[config.mk]
export PLATFORM = sky130hd
export DESIGN_NAME = vga_scan_engine
export DESIGN_NICKNAME = d
export VERILOG_FILES = /design/src/rtl/vga_scan_engine.sv
export SDC_FILE = /design/constraint.sdc
export NUM_CORES = 1
export LEC_CHECK = 0
export ABC_CLOCK_PERIOD_IN_PS = 4200
export CORE_UTILIZATION = 37
export DETAILED_ROUTE_END_ITERATION = 10
export HOLD_SLACK_MARGIN = 0.1
export PLACE_DENSITY = 0.66
export SETUP_SLACK_MARGIN = 0.3
export SYNTH_ARGS = -nofsm -noshare
export SYNTH_HDL_FRONTEND = slang
export SYNTH_SLANG_ARGS = --single-unit
[constraint.sdc]
create_clock -name clk -period 4.2 [get_ports clk]
set_input_delay 1.05 -clock clk [delete_from_list [all_inputs] [get_ports clk]]
set_output_delay 1.05 -clock clk [all_outputs]
set_load 0.1 [all_outputs]
[src/rtl/vga_scan_engine.sv]
// ============================================================================
// vga_scan_engine : parametrised VGA raster generator with 1-pixel output pipe
// Optional bar test pattern: define VGA_TEST_PATTERN_EN.   Revision: 1.0
// ============================================================================
`default_nettype none

module vga_scan_engine #(
   parameter int H_ACTIVE  = 640,
   parameter int H_FP      = 16,
   parameter int H_SYNC    = 96,
   parameter int H_BP      = 48,
   parameter int V_ACTIVE  = 480,
   parameter int V_FP      = 10,
   parameter int V_SYNC    = 2,
   parameter int V_BP      = 33,
   parameter int CLK_DIV   = 2,
   parameter int COLOR_W   = 4,
   parameter bit HSYNC_POL = 1'b0,
   parameter bit VSYNC_POL = 1'b0,
   localparam int H_TOTAL  = H_ACTIVE + H_FP + H_SYNC + H_BP,
   localparam int V_TOTAL  = V_ACTIVE + V_FP + V_SYNC + V_BP,
   localparam int XW       = $clog2(H_TOTAL),
   localparam int YW       = $clog2(V_TOTAL)
) (
   input  logic               clk,
   input  logic               reset,
   input  logic               en,
   input  logic               testMode,
   input  logic [COLOR_W-1:0] rIn,
   input  logic [COLOR_W-1:0] gIn,
   input  logic [COLOR_W-1:0] bIn,
   output logic [XW-1:0]      x,
   output logic [YW-1:0]      y,
   output logic               active,
   output logic               pixTick,
   output logic               lineStart,
   output logic               frameStart,
   output logic               hsync,
   output logic               vsync,
   output logic [COLOR_W-1:0] rBlanked,
   output logic [COLOR_W-1:0] gBlanked,
   output logic [COLOR_W-1:0] bBlanked
);

   localparam int DW = (CLK_DIV > 1) ? $clog2(CLK_DIV) : 1;
   localparam logic [DW-1:0] DIV_LAST = DW'(CLK_DIV - 1);
   localparam logic [XW-1:0] H_LAST   = XW'(H_TOTAL - 1);
   localparam logic [YW-1:0] V_LAST   = YW'(V_TOTAL - 1);
   localparam logic [XW-1:0] H_VIS    = XW'(H_ACTIVE);
   localparam logic [YW-1:0] V_VIS    = YW'(V_ACTIVE);
   localparam logic [XW-1:0] HS_START = XW'(H_ACTIVE + H_FP);
   localparam logic [XW-1:0] HS_END   = XW'(H_ACTIVE + H_FP + H_SYNC - 1);
   localparam logic [YW-1:0] VS_START = YW'(V_ACTIVE + V_FP);
   localparam logic [YW-1:0] VS_END   = YW'(V_ACTIVE + V_FP + V_SYNC - 1);

   logic [DW-1:0]      div_cnt_q, div_cnt_d;
   logic [XW-1:0]      hcnt_q, hcnt_d;
   logic [YW-1:0]      vcnt_q, vcnt_d;
   logic               hsync_q, hsync_d;
   logic               vsync_q, vsync_d;
   logic [COLOR_W-1:0] r_q, r_d, g_q, g_d, b_q, b_d;
   logic               h_last, v_last, in_hs, in_vs;
   logic [COLOR_W-1:0] r_src, g_src, b_src;

`ifdef VGA_TEST_PATTERN_EN
   logic [XW+2:0] bar_full;
   logic [2:0]    bar;

   // Only meaningful while active, where hcnt < H_ACTIVE keeps bar below 8.
   always_comb begin
      bar_full = (XW+3)'({hcnt_q, 3'b000} / (XW+3)'(H_ACTIVE));
      bar      = bar_full[2:0];
      r_src    = testMode ? {COLOR_W{bar[2]}} : rIn;
      g_src    = testMode ? {COLOR_W{bar[1]}} : gIn;
      b_src    = testMode ? {COLOR_W{bar[0]}} : bIn;
   end
`else
   logic unused_test_mode;
   assign unused_test_mode = testMode;

   always_comb begin
      r_src = rIn;
      g_src = gIn;
      b_src = bIn;
   end
`endif

   always_comb begin
      h_last     = (hcnt_q == H_LAST);
      v_last     = (vcnt_q == V_LAST);
      in_hs      = (hcnt_q >= HS_START) && (hcnt_q <= HS_END);
      in_vs      = (vcnt_q >= VS_START) && (vcnt_q <= VS_END);
      active     = (hcnt_q < H_VIS) && (vcnt_q < V_VIS);
      // Gated by reset so strobes are low during reset even when CLK_DIV=1.
      pixTick    = en && reset && (div_cnt_q == DIV_LAST);
      lineStart  = pixTick && h_last;
      frameStart = lineStart && v_last;

      div_cnt_d = div_cnt_q;
      hcnt_d    = hcnt_q;
      vcnt_d    = vcnt_q;
      hsync_d   = hsync_q;
      vsync_d   = vsync_q;
      r_d       = r_q;
      g_d       = g_q;
      b_d       = b_q;

      if (!en) begin
         div_cnt_d = '0;
         hcnt_d    = '0;
         vcnt_d    = '0;
         hsync_d   = ~HSYNC_POL;
         vsync_d   = ~VSYNC_POL;
         r_d       = '0;
         g_d       = '0;
         b_d       = '0;
      end else if (pixTick) begin
         div_cnt_d = '0;
         hcnt_d    = h_last ? '0 : hcnt_q + 1'b1;
         if (h_last) vcnt_d = v_last ? '0 : vcnt_q + 1'b1;
         hsync_d   = in_hs ? HSYNC_POL : ~HSYNC_POL;
         vsync_d   = in_vs ? VSYNC_POL : ~VSYNC_POL;
         r_d       = active ? r_src : '0;
         g_d       = active ? g_src : '0;
         b_d       = active ? b_src : '0;
      end else begin
         div_cnt_d = div_cnt_q + 1'b1;
      end
   end

   always_ff @(posedge clk or negedge reset) begin
      if (!reset) begin
         div_cnt_q <= '0;
         hcnt_q    <= '0;
         vcnt_q    <= '0;
         hsync_q   <= ~HSYNC_POL;
         vsync_q   <= ~VSYNC_POL;
         r_q       <= '0;
         g_q       <= '0;
         b_q       <= '0;
      end else begin
         div_cnt_q <= div_cnt_d;
         hcnt_q    <= hcnt_d;
         vcnt_q    <= vcnt_d;
         hsync_q   <= hsync_d;
         vsync_q   <= vsync_d;
         r_q       <= r_d;
         g_q       <= g_d;
         b_q       <= b_d;
      end
   end

   assign x        = hcnt_q;
   assign y        = vcnt_q;
   assign hsync    = hsync_q;
   assign vsync    = vsync_q;
   assign rBlanked = r_q;
   assign gBlanked = g_q;
   assign bBlanked = b_q;

endmodule

`default_nettype wire

## Word-level counts from Yosys, hierarchy flattened

Cells that the tools add are included.

| cells by class | value |
|---|---|
| add/subtract/negate cells | 3 |
| order comparisons | 6 |
| eq/ne operators | 4 |
| mux-type cells | 24 |
| reductions and logical operators | 8 |

Operators by type and width:

| kind | number |
|---|---|
| 10-bit two-way mux | 7 |
| 4-bit two-way mux | 9 |
| 10-bit by 1-bit adder with 10-bit output, second input constant | 2 |
| 10-bit == test, second input constant | 2 |
| 10-bit greater-or-equal comparator, second input constant | 1 |
| 10-bit by 9-bit greater-or-equal comparator with 1-bit output, second input constant | 1 |
| 10-bit <= comparator, second input constant | 1 |
| 10-bit by 9-bit <= comparator with 1-bit output, second input constant | 1 |
| 10-bit < comparator, second input constant | 1 |
| 10-bit by 9-bit < comparator with 1-bit output, second input constant | 1 |
| 1-bit two-way mux | 8 |
| 1-bit logical AND | 7 |
| 2-bit by 1-bit != test with 1-bit output, second input constant | 2 |
| 2-bit AND reduction | 1 |
| 1-bit adder, second input constant | 1 |

| storage, ports and cells | value |
|---|---|
| flip-flop bits (word level) | 35 |
| bits of input ports | 16 |
| word-level logic and storage cells | 53 |

## Logic depth before layout (Yosys ltp)

| logic depth | value |
|---|---|
| depth in word-level cells | 5 |
| depth in mapped cells | 7 |

## Worst setup path before layout

OpenSTA, ideal clock, no wires.

| timing path | value |
|---|---|
| path type | input-to-output |
| start point | in reset |
| end point | out frameStart |
| data arrival time | 3.426 ns |
| required time | 3.150 ns |
| setup slack | -0.276 ns |
| stages on the path | 4 |
| cells stage by stage | nand3_1 -> inv_1 -> nand4_1 -> nor2_1 |

| on the way | value |
|---|---|
| cells in the longest elaborated chain, start to end | 4 |

RTL lines:

| what | RTL line | text |
|---|---|---|
| start: declaration | 26 | `input logic reset,` |
| 1-bit logical AND (2 in a row) | 95 | `pixTick = en && reset && (div_cnt_q == DIV_LAST);` |
| named net pixTick | 35 | `output logic pixTick,` |
| 1-bit logical AND | 96 | `lineStart = pixTick && h_last;` |
| 1-bit logical AND | 97 | `frameStart = lineStart && v_last;` |
| end: declaration | 37 | `output logic frameStart,` |

The timed path passes the listed nets, and every way through them passes these cells.

## Worst setup path after layout

| timing path | value |
|---|---|
| start point | in en |
| end point | out frameStart |

| on the way | value |
|---|---|
| cells in the longest elaborated chain, start to end | 4 |

RTL lines:

| what | RTL line | text |
|---|---|---|
| start: declaration | 27 | `input logic en,` |
| 1-bit logical AND (2 in a row) | 95 |  |
| 1-bit logical AND | 96 |  |
| 1-bit logical AND | 97 |  |

No other way between the ends.

==> results.md <==
- CTS tree: built
- Switching Fraction: 0.288
- GR Overflow Total: 0
- Commonest cells in the synthesized netlist: dfrtp_1 (33), a21oi_1 (14), a22o_1 (13), nand2_1 (13)
- Max incr delay on CP: 620 ps
- Final Hold Vio Count: 0
- Hold_buf cts: 0
- Vias per cell: 5.48
- Post-detail-place hpwl: 2.88 mm
- Startpoint types: input pin
- Final Cell Area: 2460 sq um
- Min cycle time layout: 3700 ps
- Clock sink count: 35
- Main synth FF type: dfrtp_1
- Proportion of power drawn by the clock network: 0.344
- FF+latch count, synth: 35
- Top cell type's share of synthesized area: 0.466
- Ys async rst share: 1.00
- Crit Path Class: input pin to output port
- Ys Warns: 0
- Sequential-to-total area share from yosys stat: 0.495
- WL final: 4.17 mm
- Clock transition at the registers of the reported paths: 70 ps
- Synth area leader: dfrtp_1
- Failing checks: design-rule violations
- Crit end category: output port
- Die Y: 71.2 um
- P_int: 0.000489 W
- Port Buffer Count: 52
- Die width: 71.2 um
- Cts repair resizes: 0
- Clock Skew: 9.13 ps
- Cell area after synthesis: 1770 sq um
- Final nets: 251
- Leakage power: 0.998 nW
- Hold WC Path Type: flop to flop
- Post-route core utilization: 0.551
- Synthesized area per cell: 10.2 sq um
- Footprint of the multi-input gates: 840 sq um
- Setup Fix Bufs, Post-CTS: 0
- Later-pin clock latency in the skew report: 290 ps
- Rel. slew slack: 0.342
- RSZ-0062 raised after global routing: false
- Post-Synthesis Cells: 174
- # IOs: 54
- Post-synth EDFFs: 0
- DR vias: 1,552
- Max Fanout on Critical Path: 7
- Reg area: 878 sq um
- # setup viols final: 0
- Slew Limit Fails: 0
- Cell variety after synth: 40
- NetSw: 0.000198 W
- Vias in the first global route: 1,508
- Layout area overhead: 39.0%
- Drt drc: 4
- Top-count cell post-synth: dfrtp_1
- Area of placed instances: 2380 sq um
- TNS Setup: 0 ps
- Max_cap viols: 0
- Status: finished with violations
- Starting density of the core: 0.396
- Worst EP required: 3150 ps
- H-tree Lvls: 2
- R2R Setup Slk: 2200 ps
- Antenna violations before repair: 0
- CP Cell Sequence: clkdlybuf4s50_1 -> nand3_1 -> inv_2 -> nand4_1 -> nor2_2 -> buf_12
- Largest net degree at the start of global routing: 39
- CP Data Arrival Time: 2650 ps
- Root buf cell: clkbuf_8
- Max clock buf depth: 2
- CP max-delay cell: clkdlybuf4s50_1
- Share of layout cells above drive strength 1: 0.108
- Comb pwr share: 0.150
- Drt wl/cell: 14.7 um
- Worst Tran Pin Value: 984 ps
- Power Dens Cells: 279 nW/um^2
- DRT iter0 DRCs: 120
- First-pass GRT wire length: 7.34 mm
- Sequential share of power: 0.506
- Period utilization: 0.880
- GPL Wtd Cong: 0.800
- Syn nets: 195
- # rows: 24
- Synth area leaders: dfrtp_1 (47%), a22o_1 (6.4%), a21oi_1 (4.0%)
- Detailed Routing Iterations Pass 1: 7
- Number of buffers created by CTS: 5
- Core Region: 4470 sq um
- Filler cells: 413
- Die area: 5070 sq um
- Total track usage: 0.186
- Max VDD drop: 0.187 mV
- Ant. Diodes: 0
- Post-route ant nets: 0
- Max Fclk: 0.271 GHz
## path summary, 6_finish.rpt
kind / startpoint / end / cells after the start
max in group asynchronous: reset / hsync / 2
worst max register to register: x[0] / y[7] / 5
min in group asynchronous: reset / y[6] / 2
worst max-delay path: en / frameStart / 6
worst min register to register: rBlanked[2] / rBlanked[2] / 1
worst min-delay path: rBlanked[2] / rBlanked[2] / 1
## critical path: cells and delay by family
| family | cells | cell delay (ps) |
|---|---|---|
| AND/OR/NAND/NOR | 3 | 600 |
| buffers and inverters | 3 | 990 |
## cell type report
cell class                 count  area share
inverter                       8      0.0122
clock buffer                   6      0.0295
tap                           52      0.0264
clock inverter                 2     0.00508
sequential                    35       0.357
timing repair buffer          55       0.230
multi-input combinational    125       0.341
## state kept, by name (all words and copies together) (netlist names)
| name | flops |
|---|---|
| hsync | 1 |
| bBlanked | 4 |
| gBlanked | 4 |
| vsync | 1 |
| div_cnt_q | 1 |
| y | 10 |
| rBlanked | 4 |
| x | 10 |
## routing by layer
metal / global-route usage / vias to the layer above / wire [um]
met3: 0.0549 / 5 / 228
met4: 0.0600 / 0 / 48
met2: 0.269 / 45 / 1920
met5: 0 / - / 0
li1: - / 755 / -
met1: 0.267 / 747 / 1970
## kinds of logic after synthesis
family,share of synthesized area
buffers and inverters,0.0388
xor gates and xnor gates,0.0198
adders and majority gates,0.0353
DFF,0.495
muxes,0.00635
AOI/OAI and AO/OA,0.193
and+or+nand+nor,0.212
## stage by stage
step	cells	hold WS, ps	setup WS (ps)	power (W)
final	283	504	503	0.000687
after global routing	283	531	348	0.000722
after CTS	283	512	442	0.000698
after detailed placement	275	491	443	0.000458
after global placement	275	490	449	0.000458
after floorplan	174	460	143	0.000417
## cells in the final DEF (no fill, tap or decap), types with 3 or more instances in the layout
master and n:
inv_1 7, clkdlybuf4s50_1 47, o21ai_0 8, buf_12 3
xnor2_1 3, a21oi_1 14, and3_1 3, a22o_1 13
buf_4 4, a31oi_1 4, dfrtp_1 33, or3_1 7
ha_1 5, nand3_1 9, clkbuf_8 5, nand4_1 6
nor2b_1 3, and2_1 4, nand2_1 13, nor2_1 8
## power groups by stage
stage	Sequential (W)	Clock [W]	Combinational [W]
floorplan	0.000395	0	0.0000211
global placement	0.000354	0	0.000103
detailed placement	0.000354	0	0.000104
CTS	0.000348	0.000246	0.000104
global route	0.000349	0.000264	0.000109
finish	0.000348	0.000236	0.000103
Power figures use the tool's default switching activity.
